<file path="src/rtl/seq_divider_16bit_pkg.sv">
// Shared types and constants for the 16-bit sequential divider.
// Latency: n/a (declarations only).
// Backpressure: n/a.
package seq_divider_16bit_pkg;

    typedef enum logic [1:0] {
        IDLE = 2'd0,
        CALC = 2'd1,
        DONE = 2'd2
    } state_t;

    localparam int ITERATIONS = 16;
    localparam int CNT_W      = 4;
    localparam logic [CNT_W-1:0] LAST_ITER = CNT_W'(ITERATIONS - 1);

endpackage

</file>
<file path="src/rtl/seq_divider_16bit_sub_17bit.sv">
// 17-bit trial subtractor: diff = a - b computed as a + ~b + 1.
// Latency: combinational.
// Backpressure: n/a.
module sub_17bit (
    input  logic [16:0] a,
    input  logic [16:0] b,
    output logic [16:0] diff,
    output logic        borrow_out
);

    logic [17:0] sum;

    // Carry out of the two's-complement add means no borrow.
    assign sum        = {1'b0, a} + {1'b0, ~b} + 18'd1;
    assign diff       = sum[16:0];
    assign borrow_out = ~sum[17];

endmodule

</file>
<file path="src/rtl/seq_divider_16bit.sv">
// Unsigned 16-bit restoring divider, one quotient bit per cycle, MSB first.
// Latency: done 17 cycles after accepted start (1 cycle for divisor 0).
// Backpressure: none; start is ignored while busy.
import seq_divider_16bit_pkg::*;

module seq_divider_16bit #(
    parameter int WIDTH = 16
) (
    input  logic             clk,
    input  logic             rst_n,
    input  logic             start,
    input  logic [WIDTH-1:0] dividend,
    input  logic [WIDTH-1:0] divisor,
    output logic             busy,
    output logic             done,
    output logic [WIDTH-1:0] quotient,
    output logic [WIDTH-1:0] remainder,
    output logic             div_by_zero
);

    state_t             state, state_nxt;
    logic [CNT_W-1:0]   cnt;
    logic [WIDTH-1:0]   dvd_sr;
    logic [WIDTH-1:0]   dvs_r;
    logic [WIDTH-1:0]   rem_r;
    logic [WIDTH:0]     trial_a;
    logic [WIDTH:0]     trial_b;
    logic [WIDTH:0]     trial_diff;
    logic               borrow;
    logic [WIDTH-1:0]   rem_nxt;
    logic [WIDTH-1:0]   quo_nxt;
    logic               accept;
    logic               last;

    assign accept = (state == IDLE) && start;
    assign last   = (cnt == LAST_ITER);

    always_ff @(posedge clk or negedge rst_n) begin
        if (!rst_n) begin
            state <= IDLE;
        end else begin
            state <= state_nxt;
        end
    end

    always_comb begin
        state_nxt = state;
        busy      = 1'b0;
        done      = 1'b0;
        case (state)
            IDLE: begin
                if (start) begin
                    state_nxt = (divisor == '0) ? DONE : CALC;
                end
            end
            CALC: begin
                busy = 1'b1;
                if (last) begin
                    state_nxt = DONE;
                end
            end
            DONE: begin
                busy      = 1'b1;
                done      = 1'b1;
                state_nxt = IDLE;
            end
            default: state_nxt = IDLE;
        endcase
    end

    // dvd_sr shifts dividend bits out of the top while quotient bits enter at the bottom.
    assign trial_a = {rem_r, dvd_sr[WIDTH-1]};
    assign trial_b = {1'b0, dvs_r};

    sub_17bit u_sub (
        .a          (trial_a),
        .b          (trial_b),
        .diff       (trial_diff),
        .borrow_out (borrow)
    );

    // On borrow the trial operand is below the divisor, so it fits in WIDTH bits.
    assign rem_nxt = borrow ? trial_a[WIDTH-1:0] : trial_diff[WIDTH-1:0];
    assign quo_nxt = {dvd_sr[WIDTH-2:0], ~borrow};

    always_ff @(posedge clk or negedge rst_n) begin
        if (!rst_n) begin
            cnt         <= '0;
            dvd_sr      <= '0;
            dvs_r       <= '0;
            rem_r       <= '0;
            quotient    <= '0;
            remainder   <= '0;
            div_by_zero <= 1'b0;
        end else if (accept) begin
            cnt    <= '0;
            dvd_sr <= dividend;
            dvs_r  <= divisor;
            rem_r  <= '0;
            if (divisor == '0) begin
                quotient    <= '1;
                remainder   <= dividend;
                div_by_zero <= 1'b1;
            end else begin
                div_by_zero <= 1'b0;
            end
        end else if (state == CALC) begin
            dvd_sr <= quo_nxt;
            rem_r  <= rem_nxt;
            if (last) begin
                quotient  <= quo_nxt;
                remainder <= rem_nxt;
            end else begin
                cnt <= cnt + 1'b1;
            end
        end
    end

endmodule

</file>
<file path="config.mk">
export PLATFORM = sky130hd
export DESIGN_NAME = seq_divider_16bit
export DESIGN_NICKNAME = d
export VERILOG_FILES = /design/src/rtl/seq_divider_16bit_pkg.sv /design/src/rtl/seq_divider_16bit_sub_17bit.sv /design/src/rtl/seq_divider_16bit.sv
export SDC_FILE = /design/constraint.sdc
export NUM_CORES = 1
export LEC_CHECK = 0
export CORE_MARGIN = 3
export CORE_UTILIZATION = 52
export DETAILED_ROUTE_END_ITERATION = 7
export GPL_TIMING_DRIVEN = 0
export HOLD_SLACK_MARGIN = 0.15
export MAX_ROUTING_LAYER = met4
export PLACE_DENSITY = 0.86
export SYNTH_ARGS = -nofsm -noshare
export SYNTH_HDL_FRONTEND = slang
export SYNTH_HIERARCHICAL = 1
export SYNTH_SLANG_ARGS = --single-unit
</file>
<file path="constraint.sdc">
create_clock -name clk -period 3.92 [get_ports clk]
set_clock_uncertainty 0.05 [all_clocks]
set_input_delay 0.784 -clock clk [delete_from_list [all_inputs] [get_ports clk]]
set_output_delay 0.784 -clock clk [all_outputs]
set_load 0.01 [all_outputs]
</file>
==> key figures <==
Run status
  • Status: complete, no violations

Routing
  • Routed vias: 3968
  • DRC viols: 0
  • Vias/cell: between 5 and 6
  • First-pass iteration count of the detailed router: 7
  • DRT iter0 DRCs: 268
  • Routed Wire Length: ~12 mm
  • Post-DRT Antenna Nets: 0
  • WL per Instance: roughly 17 µm

Layout
  • Ant. Diodes: 0
  • Fin area: 0.00573 mm²
  • NumNets Final: 623
  • Area of the multi-input gates: 0.00227 mm²
  • Synth-to-layout area growth: 22.5%
  • Layout Cells excl Fill: 676
  • Layout cell share with drive strength beyond 1: 0.0683
  • Fillers: approximately 630
  • Sequential cell area: 0.00218 mm²

Floorplan
  • Chip Width: 101 µm
  • Core area: 0.00846 mm²
  • Row count: 33
  • Boundary Pins: 70
  • Die Area: 0.0102 mm²
  • DIE HEIGHT: around 100 µm
  • Initial Util: 0.553

Power and ir drop
  • Pwr Total: 4.51 mW
  • Pwr/cell area: 788 mW/mm²
  • Max rail drop VDD: 0.452 mV
  • Pleak: 2.63 nW

Logic synthesis
  • Synthesis warning total: 6
  • Syn Nets: between 500 and 600
  • Cell Area, Synth: 0.00468 mm²
  • Syn avg cell area: approximately 9.6 µm²
  • Cells after synthesis: 485

Flow run
  • Max Cap Violations: 0

STA
  • Final setup fails: 0
  • Min Clock Period, post-route: 3.34 ns
  • Least-Margin Pin Slew: 0.717 ns
  • Hold Vio Cnt, Final: 0
  • Fin crit share: 0.853
  • Setup TNS: 0 ns
  • Max Freq: 299 MHz
  • Final Max Slew Viols: 0
  • WHS: 0.254 ns
  • RSZ-0062 raised after global routing: no
  • Max transition margin: 0.519

Worst setup path
  • CP arrival: around 3.6 ns
  • CP Capture Type: flip-flop
  • Worst r2r path cells: 12
  • Kind of critical path: reg2reg
  • CP max FO: 10
  • CP Launch Type: flip-flop
  • Reg2reg end: remainder[12]$_DFFE_PN0P_
  • Crit. Startpoint: rem_r[7]$_DFFE_PN0P_
  • Worst reg2reg startpoint: rem_r[7]$_DFFE_PN0P_
  • R2R Setup Slk: 0.58 ns
  • CP required: 4.12 ns

Placement
  • Cells after DPL: 660
  • DP HPWL: 8.94 mm
  • Placed inst area: between 0.005 and 0.006 mm²
  • IO buf count: 69
  • GPL Wtd Cong: about 0.9

Clock network
  • Skew-Pair Late Insertion Delay: roughly 0.36 ns
  • TritonCTS Buffers: 9
  • Cts repair resizes: 0
  • CTS Sinks: 87
  • Worst-path clk slew: 0.10 ns
  • CTS H-Tree Depth: 3
  • Post-CTS Hold Buffers: 0
  • Root buf cell: clkbuf_8
  • Post-CTS Setup Bufs: 0
  • Clock tree buffer depth: 2
  • CTS tree: yes

Global routing
  • First-pass GRT wire length: 19.5 mm
  • Total grt overflow: 0
  • Largest net degree at the start of global routing: 69
  • Initial antenna violation count: 0
  • Global-route usage over all layers: 0.251
  • Vias in the first global route: 4052

Worst hold path
  • HP Class: in2async
==> metrics by stage <==
step                utilization  worst slack [ns]
floorplan                     -              1.01
finish                    0.677             0.576
CTS                       0.677             0.584
global placement          0.650             -1.06
detailed placement        0.653             0.607
global route              0.677             0.358
==> flip-flops by register name (all words and copies together), names as in the netlist <==
signal,cells
dvd_sr,16
dvs_r,16
quotient,16
rem_r,16
remainder,16
cnt,4
state,2
div_by_zero,1
==> routing by layer <==
metal	global-route usage	vias up	routed length (µm)
met2	0.410	113	5850
met4	0.0756	0	216
met1	0.318	1953	4940
met3	0.0471	18	651
li1	-	1884	-
met5	-	-	0
==> cells in the final DEF, fill, tap and decap left out, types with 2 or more instances in the layout <==
master / count
nor4b_1: 2
o221a_1: 8
a21boi_0: 3
nand2b_1: 7
buf_2: 9
clkbuf_1: 10
o221a_2: 7
and2_0: 2
nor3_1: 7
xor2_1: 4
a21oi_1: 26
clkbuf_8: 9
a211oi_1: 17
clkdlybuf4s50_1: 68
xnor2_1: 8
buf_1: 7
o21ai_0: 5
nand2_1: 78
mux2i_1: 31
and3_1: 3
ha_1: 21
nand3_1: 8
dfrtp_1: 87
a21o_1: 3
nor2_1: 49
o21a_1: 4
o22a_1: 15
buf_6: 2
a31oi_1: 2
or3_1: 4
o211ai_1: 7
nor4_1: 4
clkinv_4: 2
inv_1: 25
nor2b_1: 2
==> cell type report <==
cell class                 instances  area share
multi-input combinational        345       0.397
sequential                        87       0.380
timing repair buffer              70       0.125
buffer                            28      0.0229
tap                              105      0.0229
clock buffer                       9      0.0216
inverter                          25      0.0164
clock inverter                     7      0.0140
==> where the power goes <==
group | total (mW) | internal, mW | switching [mW]
Clock | 0.651 | 0.303 | 0.349
Combinational | 2.49 | 1.05 | 1.44
Sequential | 1.37 | 1.16 | 0.210
==> how the worst max path moves through the flow <==
stage,slack [ns],to,depth (start not counted)
2_1_floorplan,1.01,remainder[10]$_DFFE_PN0P_,12
4_1_cts,0.58,remainder[12]$_DFFE_PN0P_,12
3_3_place_gp,-1.06,state[1]$_DFFE_PN0P_,1
6_report,0.58,remainder[12]$_DFFE_PN0P_,12
3_5_place_dp,0.61,remainder[12]$_DFFE_PN0P_,12
5_1_grt,0.36,remainder[13]$_DFFE_PN0P_,12
==> critical path, stage by stage, from the launching register on <==
cell and delay, ns:
dfrtp_1 0.42, ha_1 0.29, buf_2 0.16, a21oi_1 0.15
o21ai_0 0.14, or3_1 0.35, o21a_1 0.22, a221oi_1 0.27
buf_2 0.32, buf_2 0.34, mux2i_1 0.31, nand2_1 0.10
o221a_1 0.13
Note: power is estimated with default switching activity, not from simulation.
